### src/rtl/muldiv_seq.sv
// muldiv_seq - multi-cycle RV32M multiply/divide unit for the execute stage.
//
// One request per start/ready handshake. Multiplies use shift-add on a
// 2*XLEN accumulator and divides use restoring division, one bit per cycle.
// Division by zero and signed overflow complete without iterating.
//
// Optional build macro:
//   MULDIV_FAST_MUL_EN - multiplies use a single-cycle combinational product
//                        at acceptance; division remains iterative.
//
// Ports:
//   clk_i     clock, rising edge
//   rst_n_i   asynchronous active-low reset
//   start_i   request, accepted only while ready_o=1
//   op_i      funct3: MUL/MULH/MULHSU/MULHU/DIV/DIVU/REM/REMU
//   data_a_i  rs1 (multiplicand / dividend)
//   data_b_i  rs2 (multiplier / divisor)
//   flush_i   abort the in-flight operation (priority over start_i)
//   ready_o   unit idle, can accept a request
//   valid_o   one-cycle pulse, result_o carries a new result
//   result_o  registered result, held until the next valid_o
module muldiv_seq #(
  parameter int unsigned XLEN  = 32,
  parameter int unsigned CNT_W = $clog2(XLEN) + 1
) (
  input  logic            clk_i,
  input  logic            rst_n_i,
  input  logic            start_i,
  input  logic [2:0]      op_i,
  input  logic [XLEN-1:0] data_a_i,
  input  logic [XLEN-1:0] data_b_i,
  input  logic            flush_i,
  output logic            ready_o,
  output logic            valid_o,
  output logic [XLEN-1:0] result_o
);

  typedef enum logic [1:0] {
    S_IDLE = 2'd0,
    S_CALC = 2'd1,
    S_DONE = 2'd2
  } state_e;

  state_e              state_q, state_d;
  logic [2:0]          op_q, op_d;
  logic [CNT_W-1:0]    cnt_q, cnt_d;
  logic [2*XLEN-1:0]   acc_q, acc_d;     // mul: {partial, multiplier}; div: {-, quotient}
  logic [XLEN:0]       rem_q, rem_d;
  logic [XLEN-1:0]     opd_q, opd_d;     // multiplicand or divisor magnitude
  logic                neg_q, neg_d;     // negate the final result
  logic [XLEN-1:0]     res_q, res_d;     // finished result awaiting publication
  logic [XLEN-1:0]     result_q, result_d;
  logic                valid_q, valid_d;

  logic                rdy;
  logic                sa, sb, b_zero, ovf, pre_neg;
  logic [XLEN-1:0]     abs_a, abs_b, pre_opd, pre_low;
  logic [XLEN:0]       mul_sum;
  logic [2*XLEN-1:0]   mul_next;
  logic [XLEN+1:0]     rem_sh, div_diff;
  logic [XLEN:0]       rem_next;
  logic [XLEN-1:0]     quot_next, div_sel, div_fin, calc_fin;
`ifdef MULDIV_FAST_MUL_EN
  logic [2*XLEN-1:0]   fast_prod;
`endif

  function automatic logic [XLEN-1:0] mul_pick(input logic [2*XLEN-1:0] prod,
                                               input logic             neg,
                                               input logic [1:0]       sel);
    logic [2*XLEN-1:0] fixed;
    fixed = neg ? ('0 - prod) : prod;
    return (sel == 2'b00) ? fixed[XLEN-1:0] : fixed[2*XLEN-1:XLEN];
  endfunction

  // valid_o is published one cycle after DONE so that a flush seen during
  // DONE can still suppress it without a combinational path to the outputs.
  assign rdy      = (state_q == S_IDLE) && !valid_q;
  assign ready_o  = rdy;
  assign valid_o  = valid_q;
  assign result_o = result_q;

  // Operand preparation at acceptance.
  always_comb begin
    sa      = data_a_i[XLEN-1];
    sb      = data_b_i[XLEN-1];
    abs_a   = sa ? ('0 - data_a_i) : data_a_i;
    abs_b   = sb ? ('0 - data_b_i) : data_b_i;
    pre_opd = data_a_i;
    pre_low = data_b_i;
    pre_neg = 1'b0;
    case (op_i)
      3'b001: begin pre_opd = abs_a;    pre_low = abs_b;    pre_neg = sa ^ sb; end
      3'b010: begin pre_opd = abs_a;                        pre_neg = sa;      end
      3'b100: begin pre_opd = abs_b;    pre_low = abs_a;    pre_neg = sa ^ sb; end
      3'b101: begin pre_opd = data_b_i; pre_low = data_a_i;                    end
      3'b110: begin pre_opd = abs_b;    pre_low = abs_a;    pre_neg = sa;      end
      3'b111: begin pre_opd = data_b_i; pre_low = data_a_i;                    end
      default: ;
    endcase
    b_zero = (data_b_i == '0);
    ovf    = !op_i[0] && (data_a_i == {1'b1, {(XLEN-1){1'b0}}}) && (data_b_i == '1);
`ifdef MULDIV_FAST_MUL_EN
    fast_prod = {{XLEN{1'b0}}, pre_opd} * {{XLEN{1'b0}}, pre_low};
`endif
  end

  // One iteration step plus the sign-corrected result of that step.
  always_comb begin
    mul_sum   = {1'b0, acc_q[2*XLEN-1:XLEN]} + (acc_q[0] ? {1'b0, opd_q} : '0);
    mul_next  = {mul_sum, acc_q[XLEN-1:1]};
    rem_sh    = {rem_q, acc_q[XLEN-1]};
    div_diff  = rem_sh - {2'b00, opd_q};
    rem_next  = div_diff[XLEN+1] ? rem_sh[XLEN:0] : div_diff[XLEN:0];
    quot_next = {acc_q[XLEN-2:0], ~div_diff[XLEN+1]};
    div_sel   = op_q[1] ? rem_next[XLEN-1:0] : quot_next;
    div_fin   = neg_q ? ('0 - div_sel) : div_sel;
    calc_fin  = op_q[2] ? div_fin : mul_pick(mul_next, neg_q, op_q[1:0]);
  end

  always_comb begin
    state_d  = state_q;
    op_d     = op_q;
    cnt_d    = cnt_q;
    acc_d    = acc_q;
    rem_d    = rem_q;
    opd_d    = opd_q;
    neg_d    = neg_q;
    res_d    = res_q;
    result_d = result_q;
    valid_d  = 1'b0;
    case (state_q)
      S_IDLE: begin
        if (start_i && rdy) begin
          op_d    = op_i;
          opd_d   = pre_opd;
          acc_d   = {{XLEN{1'b0}}, pre_low};
          rem_d   = '0;
          neg_d   = pre_neg;
          cnt_d   = CNT_W'(XLEN);
          state_d = S_CALC;
          if (op_i[2] && b_zero) begin
            res_d   = op_i[1] ? data_a_i : '1;
            state_d = S_DONE;
          end else if (op_i[2] && ovf) begin
            res_d   = op_i[1] ? '0 : data_a_i;
            state_d = S_DONE;
          end
`ifdef MULDIV_FAST_MUL_EN
          else if (!op_i[2]) begin
            res_d   = mul_pick(fast_prod, pre_neg, op_i[1:0]);
            state_d = S_DONE;
          end
`endif
        end
      end
      S_CALC: begin
        if (op_q[2]) begin
          acc_d = {acc_q[2*XLEN-1:XLEN], quot_next};
          rem_d = rem_next;
        end else begin
          acc_d = mul_next;
        end
        cnt_d = cnt_q - CNT_W'(1);
        if (cnt_q == CNT_W'(1)) begin
          res_d   = calc_fin;
          state_d = S_DONE;
        end
      end
      S_DONE: begin
        state_d  = S_IDLE;
        valid_d  = 1'b1;
        result_d = res_q;
      end
      default: state_d = S_IDLE;
    endcase
    if (flush_i) begin
      state_d  = S_IDLE;
      cnt_d    = '0;
      valid_d  = 1'b0;
      result_d = result_q;
    end
  end

  always_ff @(posedge clk_i or negedge rst_n_i) begin
    if (!rst_n_i) begin
      state_q  <= S_IDLE;
      op_q     <= '0;
      cnt_q    <= '0;
      acc_q    <= '0;
      rem_q    <= '0;
      opd_q    <= '0;
      neg_q    <= 1'b0;
      res_q    <= '0;
      result_q <= '0;
      valid_q  <= 1'b0;
    end else begin
      state_q  <= state_d;
      op_q     <= op_d;
      cnt_q    <= cnt_d;
      acc_q    <= acc_d;
      rem_q    <= rem_d;
      opd_q    <= opd_d;
      neg_q    <= neg_d;
      res_q    <= res_d;
      result_q <= result_d;
      valid_q  <= valid_d;
    end
  end

endmodule

### config.mk
export PLATFORM = sky130hd
export DESIGN_NAME = muldiv_seq
export DESIGN_NICKNAME = d
export VERILOG_FILES = /design/src/rtl/muldiv_seq.sv
export SDC_FILE = /design/constraint.sdc
export NUM_CORES = 1
export LEC_CHECK = 0
export CAP_MARGIN = 5
export CORE_ASPECT_RATIO = 0.9
export CORE_MARGIN = 5
export CORE_UTILIZATION = 45
export CTS_CLUSTER_DIAMETER = 40
export DETAILED_ROUTE_END_ITERATION = 12
export GPL_TIMING_DRIVEN = 0
export MAX_ROUTING_LAYER = met4
export SETUP_SLACK_MARGIN = 0.15
export SYNTH_ARGS = -nofsm -noshare
export SYNTH_HDL_FRONTEND = slang
export SYNTH_SLANG_ARGS = --single-unit
### constraint.sdc
create_clock -name clk_i -period 5.44 [get_ports clk_i]
set_input_delay 0.544 -clock clk_i [delete_from_list [all_inputs] [get_ports clk_i]]
set_output_delay 0.544 -clock clk_i [all_outputs]
set_load 0.03 [all_outputs]
==> summary.txt <==
Global route
  • First-pass GRT wire length: roughly 150 mm
  • Largest net degree at the start of global routing: 121
  • Tot GR Track Use: 0.425
  • Vias in the first global route: 22400
  • Initial antenna violation count: 5
  • Grt total ovfl: 0

Logic synthesis
  • Gate count after technology mapping: 2736
  • Cell Area, Synth: 0.0207 mm2
  • Predominant post-synthesis flop cell: dfrtp_1
  • Post-synthesis sequential area ratio: 0.249
  • Netlist cell types: 93
  • Post-Syn Nets: 2880
  • Synth Register Bits: 206
  • Synth Warn #: 0
  • Syn Area/Cell: around 7.6 um2
  • Post-synth EDFFs: 0
  • Post-synth ARST share: 1.00

Worst setup path
  • Endpoint type of the worst setup path: flop
  • Crit path from: opd_q[7]
  • Slowest CP cell: dfrtp_2
  • Worst path bufs/invs: 5
  • Critical Path AT: 5.91 ns
  • Crit path largest cell delay: 0.45 ns
  • CP top delay family: compound AO/OA/AOI/OAI gates
  • Req. time, crit path: between 5 and 6 ns
  • Crit Reg-Reg Startpoint: opd_q[7]
  • Crit path launch type: flop
  • Critical path class: flop to flop
  • CP max FO: 9

Detailed routing
  • Drt pass-1 iters: 8
  • Vias post-DR: 24700
  • Final ANT Viol Nets: 0
  • Routed wl met2: 44.0 mm
  • Total Wirelength: 110 mm
  • DRT met1 WL: 45.5 mm
  • Met3 wire len: 14.5 mm
  • Initial DRC count: around 3400
  • Top Metal Used: met4
  • Via density: 6.94
  • Wire length per cell: around 31 um
  • Remaining DRCs: 0

Placement
  • Final GP Congestion: 1.07
  • Port Buffers: 72
  • DP HPWL: roughly 85 mm

STA
  • RSZ-0062 raised after global routing: yes
  • Fmax: 182 MHz
  • Final hold viol count: 12
  • Final setup fails: 1
  • Period utilization: 1.01
  • Final min period: about 5.5 ns
  • Relative slew slack: 0.108
  • Smallest hold slack: -0.0695 ns
  • Worst-margin pin slew: 1.32 ns
  • Setup TNS: -0.0440 ns
  • Clock skew: 0.0151 ns
  • Slew Limit Fails: 0
  • Setup WS post-layout: -0.0440 ns

Final layout
  • Commonest non-fill, non-tap cell in the layout: nand2_1
  • Nets: approximately 3100
  • Multi-input gate area: 0.0149 mm2
  • Fin util: 0.547
  • Most frequent cells in the layout: nand2_1 (260), nor2_1 (255), o21ai_0 (220), a21oi_1 (212), clkbuf_1 (195)
  • Area Growth Syn to Fin: 20.3%
  • Share of cells above drive strength 1: 0.121
  • Fillers: 4341
  • Sequential Area: 0.00517 mm2

Power and ir drop
  • Pwr/cell area: 384 mW/mm2
  • Lkg Pwr: approximately 9.8 nW
  • Maximum vdd ir drop: 0.000331 V

Hold path
  • Worst Hold Class: input port to async pin

Floorplanning
  • Io pins: 105
  • Die area: 0.0503 mm2
  • Die Span Y: around 210 um
  • Site Rows: 74
  • Core Box Area: 0.0455 mm2
  • Chip Width: between 200 and 250 um
  • Starting Density: 0.455

CTS
  • CTS root buf: clkbuf_16
  • Total CTS buffers: 41
  • CTS tree: built
  • Htree depth: 2
  • CTS sink cnt: 206
  • Worst skew pair latency: 0.57 ns
  • Clock transition at path regs: 0.06 ns
  • Clock tree buffer depth: 3

Run status
  • Outcome: finished with violations
  • Failing checks: hold timing, setup timing

Flow run
  • # Max-Cap Violations: 0
-- area by class of cell --
type	count	area share
diodes	5	0.000503
well taps	608	0.0306
clock buffers	45	0.0440
repair buffers	133	0.0486
flip-flops and latches	206	0.208
inverters	78	0.0119
plain buffers	250	0.0430
clock inverters	29	0.0124
multi-input cells	2202	0.601
-- synthesized netlist by cell type, types with 9 or more instances --
cell / n / area, um2
a31oi_1: 24 / 150
o21bai_1: 10 / 75.1
a311oi_1: 11 / 96.3
a211oi_1: 95 / 713
o31ai_1: 54 / 405
buf_2: 12 / 60.1
o21ai_0: 232 / 1160
clkbuf_1: 216 / 811
o21a_1: 20 / 150
ha_1: 71 / 888
o221ai_1: 27 / 236
a221oi_1: 22 / 193
a22oi_1: 10 / 75.1
nor2b_1: 16 / 100
nand4_1: 32 / 200
xnor2_1: 125 / 1090
and3_1: 17 / 106
o211ai_1: 28 / 210
nand3_1: 36 / 180
mux2_2: 37 / 417
mux2i_1: 66 / 661
xor2_1: 73 / 639
nor2_1: 256 / 961
a22o_1: 28 / 245
nand2b_1: 19 / 119
or3_1: 31 / 194
inv_1: 75 / 282
dfrtp_1: 206 / 5150
o22ai_1: 36 / 225
a21o_1: 25 / 188
nor4_1: 21 / 131
o41ai_1: 18 / 158
and2_1: 46 / 288
a21oi_1: 224 / 1120
buf_1: 18 / 67.6
or4_1: 15 / 113
nand2_1: 264 / 991
nor3_1: 50 / 250
a2111oi_0: 12 / 105
or2_2: 9 / 56.3
-- layer usage --
layer,up-vias,GRT usage
li1,10500,-
met1,12000,0.587
met2,1793,0.574
met3,349,0.120
met4,0,0.195
met5,-,-
-- flip-flops by register name (all words and copies together), names as in the netlist --
register / flops
cnt_q: 6
result_o: 32
valid_o: 1
opd_q: 32
acc_q: 64
rem_q: 33
state_q: 2
op_q: 3
res_q: 32
neg_q: 1
-- power by group --
part / internal (mW) / switching (mW)
Sequential: 1.86 / 0.303
Combinational: 1.55 / 3.23
Clock: 1.59 / 1.02
-- kinds of logic (layout without fill, tap and decap cells) --
| kind of cell | Yosys count | count (layout) | synth area share |
|---|---|---|---|
| AO/OA/AOI/OAI | 964 | 964 | 0.306 |
| AND/OR/NAND/NOR | 856 | 856 | 0.199 |
| buffers and inverters | 328 | 535 | 0.0609 |
| flip-flops | 206 | 206 | 0.249 |
| XOR/XNOR | 198 | 198 | 0.0839 |
| multiplexers | 103 | 103 | 0.0521 |
| adder cells (fa/ha/maj) | 81 | 81 | 0.0488 |
| other | 0 | 5 | 0 |
-- path summary, 6_finish.rpt --
check / slack [ns] / depth (start not counted) / end
max in group asynchronous: 4.34 / 2 / opd_q[6]
worst min-delay path: -0.07 / 1 / acc_q[55]
min in group clk_i: 0.38 / 2 / cnt_q[3]
worst min register to register: 0.48 / 2 / res_q[26]
worst max-delay path: -0.04 / 25 / res_q[20]
worst max register to register: -0.04 / 25 / res_q[20]
-- stage by stage --
step	hold slack, ns	setup WS, ns	std cells	cell area (um2)	power [mW]
floorplan	0.248	0.345	2736	20700	4.71
global placement	0.453	-4.92	3416	22200	6.28
detailed placement	0.461	-2.15	3418	22200	6.36
CTS	0.0108	0.0871	3514	24100	9.12
global route	0.0418	-0.0857	3554	24900	9.83
finish	-0.0695	-0.0440	3556	24900	9.55
-- what timing repair did --
action                     in CTS  in global routing
gates cloned                    0                  0
pin swaps                      16                 41
hold buffers                    0                  0
setup buffers                  22                 37
resized for setup              99                118
setup endpoints to repair      47                 30
Power figures use the tool's default switching activity.
